`config.mk`:
```
export PLATFORM = sky130hd
export DESIGN_NAME = tilt_move_gen
export DESIGN_NICKNAME = d
export VERILOG_FILES = /design/src/rtl/labyrinth_pkg.sv /design/src/rtl/tilt_move_gen_axis.sv /design/src/rtl/tilt_move_gen.sv
export SDC_FILE = /design/constraint.sdc
export NUM_CORES = 1
export LEC_CHECK = 0
export BUFFER_PORTS_ARGS = -buffer_cell sky130_fd_sc_hd__buf_2
export CAP_MARGIN = 20
export CORE_MARGIN = 1.5
export CORE_UTILIZATION = 50
export CTS_CLUSTER_DIAMETER = 120
export DETAILED_ROUTE_END_ITERATION = 12
export PLACE_DENSITY = 0.68
export SETUP_SLACK_MARGIN = 0.3
export SYNTH_ARGS = -nofsm -noshare
export SYNTH_HDL_FRONTEND = slang
export SYNTH_HIERARCHICAL = 1
export SYNTH_SLANG_ARGS = --single-unit
```
`constraint.sdc`:
```
create_clock -name clk -period 6.4 [get_ports clk]
set_input_delay 1.28 -clock clk [delete_from_list [all_inputs] [get_ports clk]]
set_output_delay 1.28 -clock clk [all_outputs]
set_load 0.01 [all_outputs]
```
`src/rtl/labyrinth_pkg.sv`:
```
// rtl/labyrinth_pkg.sv - movement codes, arbiter states and level limit shared with the ball logic
package labyrinth_pkg;

  localparam logic [3:0] MOVE_NONE  = 4'b0000;
  localparam logic [3:0] MOVE_UP    = 4'b0001;
  localparam logic [3:0] MOVE_DOWN  = 4'b0010;
  localparam logic [3:0] MOVE_LEFT  = 4'b0100;
  localparam logic [3:0] MOVE_RIGHT = 4'b1000;

  localparam logic [3:0] LEVEL_MAX = 4'd8;

  typedef enum logic [1:0] {
    IDLE  = 2'd0,
    PULSE = 2'd1,
    GAP   = 2'd2
  } move_state_e;

  // -2048 maps to 12'h800, which is still correct read as unsigned
  function automatic logic [11:0] abs12(input logic [11:0] s);
    return s[11] ? (~s + 12'd1) : s;
  endfunction

endpackage

```
`src/rtl/tilt_move_gen_axis.sv`:
```
// rtl/tilt_move_gen_axis.sv - tilt_axis_rate: per-axis dead-zone, speed level, rate accumulator and pending flag
module tilt_axis_rate
  import labyrinth_pkg::*;
#(
  parameter int DEADZONE    = 64,
  parameter int SPEED_SHIFT = 7
) (
  input  logic        clk,
  input  logic        reset,
  input  logic        tick,
  input  logic [11:0] sample,
  input  logic        clr_pending,
  output logic        pending,
  output logic        dir_pos
);

  logic [11:0] mag;
  logic [11:0] excess;
  logic [11:0] steps;
  logic        active;
  logic [3:0]  level;
  logic [4:0]  sum;
  logic [3:0]  acc_q, acc_d;
  logic        pending_q, pending_d;
  logic        dir_pos_q, dir_pos_d;

  always_comb begin
    mag    = abs12(sample);
    active = (mag > 12'(DEADZONE));
    excess = mag - 12'(DEADZONE);
    steps  = excess >> SPEED_SHIFT;
    level  = (steps >= (12'(LEVEL_MAX) - 12'd1)) ? LEVEL_MAX : (steps[3:0] + 4'd1);
    sum    = {1'b0, acc_q} + {1'b0, level};

    acc_d     = acc_q;
    dir_pos_d = dir_pos_q;
    pending_d = pending_q & ~clr_pending;
    // A carry landing on the clearing cycle re-arms the flag; a carry onto a held flag is dropped
    if (tick) begin
      if (active) begin
        acc_d = sum[3:0];
        if (sum[4] && !pending_d) begin
          pending_d = 1'b1;
          dir_pos_d = ~sample[11];
        end
      end else begin
        acc_d     = 4'd0;
        pending_d = 1'b0;
      end
    end
  end

  always_ff @(posedge clk) begin
    if (!reset) begin
      acc_q     <= 4'd0;
      pending_q <= 1'b0;
      dir_pos_q <= 1'b0;
    end else begin
      acc_q     <= acc_d;
      pending_q <= pending_d;
      dir_pos_q <= dir_pos_d;
    end
  end

  assign pending = pending_q;
  assign dir_pos = dir_pos_q;

endmodule

```
`src/rtl/tilt_move_gen.sv`:
```
// rtl/tilt_move_gen.sv - tilt samples to spaced one-hot movement pulses; ACCEL_TIMEOUT_EN zeroes stale samples
module tilt_move_gen
  import labyrinth_pkg::*;
#(
  parameter int CLK_FREQUENCY_HZ       = 100000000,
  parameter int TICK_HZ                = 240,
  parameter int SIMULATE               = 0,
  parameter int SIMULATE_FREQUENCY_CNT = 5,
  parameter int DEADZONE               = 64,
  parameter int SPEED_SHIFT            = 7,
  parameter int GAP_CYCLES             = 64,
  parameter int TIMEOUT_TICKS          = 48
) (
  input  logic        clk,
  input  logic        reset,
  input  logic [11:0] accel_x,
  input  logic [11:0] accel_y,
  input  logic        accel_valid,
  output logic [3:0]  movement,
  output logic        busy
);

  localparam int DIV = (SIMULATE != 0) ? SIMULATE_FREQUENCY_CNT : (CLK_FREQUENCY_HZ / TICK_HZ);
  localparam int GCW = $clog2(GAP_CYCLES + 1);

  logic [31:0]    tick_cnt_q, tick_cnt_d;
  logic           tick;
  logic [11:0]    x_q, x_d, y_q, y_d;
  logic           x_pend, y_pend, x_dir_pos, y_dir_pos;
  logic           clr_x, clr_y;
`ifdef ACCEL_TIMEOUT_EN
  logic [31:0]    stale_q, stale_d;
`endif
  move_state_e    state_q, state_d;
  logic [3:0]     movement_q, movement_d;
  logic           busy_q, busy_d;
  logic           sel_y_q, sel_y_d;
  logic           rr_y_q, rr_y_d;
  logic [GCW-1:0] gap_cnt_q, gap_cnt_d;

  always_comb begin
    tick       = (tick_cnt_q == 32'(DIV - 1));
    tick_cnt_d = tick ? 32'd0 : (tick_cnt_q + 32'd1);
    x_d        = x_q;
    y_d        = y_q;
`ifdef ACCEL_TIMEOUT_EN
    stale_d = stale_q;
    if (accel_valid) begin
      stale_d = 32'd0;
    end else if (tick && (stale_q < 32'(TIMEOUT_TICKS))) begin
      stale_d = stale_q + 32'd1;
    end
    if (!accel_valid && (stale_q == 32'(TIMEOUT_TICKS))) begin
      x_d = 12'd0;
      y_d = 12'd0;
    end
`endif
    if (accel_valid) begin
      x_d = accel_x;
      y_d = accel_y;
    end
  end

  tilt_axis_rate #(.DEADZONE(DEADZONE), .SPEED_SHIFT(SPEED_SHIFT)) u_axis_x (
    .clk         (clk),
    .reset       (reset),
    .tick        (tick),
    .sample      (x_q),
    .clr_pending (clr_x),
    .pending     (x_pend),
    .dir_pos     (x_dir_pos)
  );

  tilt_axis_rate #(.DEADZONE(DEADZONE), .SPEED_SHIFT(SPEED_SHIFT)) u_axis_y (
    .clk         (clk),
    .reset       (reset),
    .tick        (tick),
    .sample      (y_q),
    .clr_pending (clr_y),
    .pending     (y_pend),
    .dir_pos     (y_dir_pos)
  );

  assign clr_x = (state_q == PULSE) && !sel_y_q;
  assign clr_y = (state_q == PULSE) &&  sel_y_q;

  // The IDLE cycle counts as the last idle cycle, so GAP lasts GAP_CYCLES-1 and pulses sit GAP_CYCLES+1 apart
  always_comb begin
    state_d    = state_q;
    movement_d = MOVE_NONE;
    sel_y_d    = sel_y_q;
    rr_y_d     = rr_y_q;
    gap_cnt_d  = gap_cnt_q;
    case (state_q)
      IDLE: begin
        if (x_pend || y_pend) begin
          state_d    = PULSE;
          sel_y_d    = y_pend && (!x_pend || rr_y_q);
          movement_d = sel_y_d ? (y_dir_pos ? MOVE_DOWN  : MOVE_UP)
                               : (x_dir_pos ? MOVE_RIGHT : MOVE_LEFT);
        end
      end
      PULSE: begin
        state_d   = GAP;
        rr_y_d    = ~sel_y_q;
        gap_cnt_d = GCW'(GAP_CYCLES - 1);
      end
      GAP: begin
        if (gap_cnt_q <= GCW'(1)) begin
          state_d = IDLE;
        end else begin
          gap_cnt_d = gap_cnt_q - GCW'(1);
        end
      end
      default: state_d = IDLE;
    endcase
    busy_d = (state_d != IDLE);
  end

  always_ff @(posedge clk) begin
    if (!reset) begin
      tick_cnt_q <= 32'd0;
      x_q        <= 12'd0;
      y_q        <= 12'd0;
`ifdef ACCEL_TIMEOUT_EN
      stale_q    <= 32'd0;
`endif
    end else begin
      tick_cnt_q <= tick_cnt_d;
      x_q        <= x_d;
      y_q        <= y_d;
`ifdef ACCEL_TIMEOUT_EN
      stale_q    <= stale_d;
`endif
    end
  end

  always_ff @(posedge clk) begin
    if (!reset) begin
      state_q    <= IDLE;
      movement_q <= MOVE_NONE;
      busy_q     <= 1'b0;
      sel_y_q    <= 1'b0;
      rr_y_q     <= 1'b0;
      gap_cnt_q  <= '0;
    end else begin
      state_q    <= state_d;
      movement_q <= movement_d;
      busy_q     <= busy_d;
      sel_y_q    <= sel_y_d;
      rr_y_q     <= rr_y_d;
      gap_cnt_q  <= gap_cnt_d;
    end
  end

  assign movement = movement_q;
  assign busy     = busy_q;

endmodule

```
==> qor.yml <==
pwr:
  finalPower_mw: 1.220
  ir_drop_uv: 170.2
  p_sw_share_pct: 28.11
  p_leak_nw: 2.148
  power_density_mw_per_mm2: 217.8
  switchingPower_mw: 0.3431
  seqPwrFrac_pct: 45.6
  comb_power_share_pct: 19.7
  p_clk_share_pct: 34.7
  p_int_mw: 0.8773
global_route:
  gr-usage-all-layers_pct: 20.50
  grt_max_degree: 34
  grt_pass1_vias: 4013
  grt_pass1_wl_um: 18520
  antenna_found_initial: 0
  grt-ovfl-total: 0
cells_and_area:
  fin_util_pct: 56.81
  layout.nets: 667
  syn2layout_area_growth_pct: 9.484
  diodes: 0
  final_common_cell: "dfxtp_1"
  drive_gt1_share_pct: 13.00
  final_cell_mix: "dfxtp_1, nor2_1, a21oi_1"
sta:
  rsz0062_at_grt: "no"
  final_hold_viol_count: 0
  drv_slew: 0
  period_share_pct: 62.66
  tightestPinTransition_ns: 0.6845
  setup_viol: 0
  relSlewSlack_pct: 54.36
  fmax_mhz: 249.3
  worst_slack_ns: 2.390
  tns_ns: 0
  final.setup_skew_ns: 0.009137
  whs_ns: 0.4656
  period_needed_ns: 4.010
hold_path:
  min_to: "movement[2]"
  worstHoldPathCells: 1
  hold_start: "u_axis_x/dir_pos"
  min_path_type: "reg2reg"
job:
  maxCapViolCount: 0
yosys:
  dominantRegCellSynth: "dfxtp_1"
  synth.ff_latch_count: 84
  synth_area_leaders: "dfxtp_1, mux2i_1, ha_1"
  ys_types: 70
  yosys.area.top_type: "dfxtp_1"
  yosys_warnings: 6
  postSynthCellCount: 595
  syn_nets: 644
  synth.avg_cell_area_sq_um: 8.603
  synth_edf_count: 0
  synth.yosys.seq_area_share_pct: 32.85
  ys_async_sr_fraction_pct: 0
  synth_top_cell_area_share_pct: 32.85
  netlist_area_sq_mm: 0.005119
critical_path:
  path_max_fanout: 8
  r2r_end: "u_axis_y/acc_q[3]"
  reg2reg_from: "y_q[5]"
  critPathArrivalTime_ns: 4.30
  r2r_slack_ns: 2.39
  start_kind: "register"
  cp.required_ns: 6.69
  r2r_cells: 18
  crit_type: "reg2reg"
  end_kind: "register"
clocking:
  post-cts-setup-buffer-count: 0
  htreeDepth: 3
  numCtsBuffers: 9
  clk_pin_slew_ns: 0.08
  insertion_delay_ns: 0.36
  clock_path_buffers: 2
  cts_tree: "built"
  cts_hold_buf: 0
  cts.sinks: 84
  root_buffer: "clkbuf_8"
  cts_resized: 0
placement:
  gp_congestion: 0.8329
  port-buffer-count: 31
  hpwl_um: 7749
  dpl_worst_slack_ns: 2.409
floorplanning:
  die_h_um: 104.2
  die_width_um: 104.2
  ios: 32
  initial_utilization_pct: 51.89
  fp-row-count: 36
  dieArea_sq_mm: 0.01085
  core-area_sq_mm: 0.009864
routing:
  vias: 4378
  drtPass1Iterations: 4
  first_iter_violations: 177
  ant_nets: 0
  drt-total-wl_um: 10680
  route.detailed.drc: 0
  wl_per_cell_um: 14.13
  viasPerCell: 5.791
outcome:
  status: "finished clean"
-- Yosys cell counts, types with 5 or more instances --
cell type  number
dfxtp_1        84
nor2_1         57
a21oi_1        34
inv_1          33
nand2_1        29
mux2i_1        28
nand3_1        22
o21ai_0        21
ha_1           20
nor3_1         17
nor2b_1        15
xnor2_1        15
and3_1         13
nand2b_1       13
or3_1          13
nand4_1        12
or4_1          10
clkbuf_1        9
a21boi_1        8
buf_2           8
o31ai_1         8
xor2_1          8
a31oi_1         7
nor4b_1         7
o21a_1          6
and4_1          5
nor4_1          5
-- critical path, cell delays in order (launching register included) --
cell	delay, ns
dfxtp_1	0.40
nor4_4	0.38
nand2_1	0.08
o21ai_0	0.20
xor2_1	0.22
ha_1	0.24
inv_1	0.09
xnor3_1	0.31
ha_1	0.22
inv_1	0.07
a22o_1	0.21
a221o_1	0.38
and3_1	0.19
ha_1	0.27
a21o_1	0.18
a21oi_1	0.17
xnor2_1	0.13
nand3_1	0.09
a21boi_1	0.12
-- registers in the layout (all words and copies together), names as in the netlist --
signal	cells
state_q	2
movement	4
gap_cnt_q	7
u_axis_y/acc_q	4
u_axis_x/acc_q	4
tick_cnt_q	32
u_axis_y/pending	1
u_axis_y/dir_pos	1
rr_y_q	1
y_q	12
busy	1
u_axis_x/pending	1
u_axis_x/dir_pos	1
x_q	12
sel_y_q	1
-- through the flow --
step | instances | cell area (sq um)
4_1_cts | 753 | 5564
5_1_grt | 756 | 5604
3_5_place_dp | 737 | 5339
3_3_place_gp | 737 | 5339
6_report | 756 | 5604
2_1_floorplan | 595 | 5119
-- final cells by class --
type | count | area (sq um)
Clock buffer | 10 | 137.6
Timing Repair Buffer | 36 | 210.2
Sequential cell | 84 | 1682
Fill cell | 877 | 4260
Multi-Input combinational cell | 454 | 3197
Clock inverter | 6 | 87.58
Tap cell | 133 | 166.4
Inverter | 33 | 123.9
-- worst max-delay path by stage --
stage / startpoint / to / slack, ns / cells past startpoint
2_1_floorplan: x_q[5] / u_axis_x/acc_q[3] / 2.70 / 18
3_3_place_gp: y_q[5] / u_axis_y/acc_q[3] / 2.53 / 18
3_5_place_dp: y_q[5] / u_axis_y/acc_q[3] / 2.41 / 18
4_1_cts: x_q[5] / u_axis_x/dir_pos / 2.37 / 18
5_1_grt: x_q[5] / u_axis_x/dir_pos / 2.04 / 18
6_report: y_q[5] / u_axis_y/acc_q[3] / 2.39 / 18
-- logic make-up (layout without fill, tap and decap cells) --
kind of cell             after synthesis  in the layout  synth area share [%]
AO/OA/AOI/OAI                        130            130                 17.31
AND/OR/NAND/NOR                      248            248                 28.70
flip-flops                            84             84                 32.85
adder cells (fa/ha/maj)               22             22                 5.671
buffers and inverters                 57             85                 4.962
multiplexers                          29             29                 5.695
XOR/XNOR                              25             25                 4.816
-- per-layer routing --
metal	GRT usage [%]	vias up	share of wire, %
met3	4.135	5	3.5
li1	-	2230	-
met5	0	-	0
met4	5.456	0	0.77
met2	33.92	79	47
met1	27.23	2064	49
-- power by group through the flow --
stage | logic (mW) | clock network, mW | registers, mW
2_1_floorplan | 0.199 | 0 | 0.558
3_3_place_gp | 0.230 | 0 | 0.568
3_5_place_dp | 0.236 | 0 | 0.569
4_1_cts | 0.238 | 0.435 | 0.556
5_1_grt | 0.270 | 0.462 | 0.559
6_report | 0.240 | 0.424 | 0.557
Power figures use the tool's default switching activity.
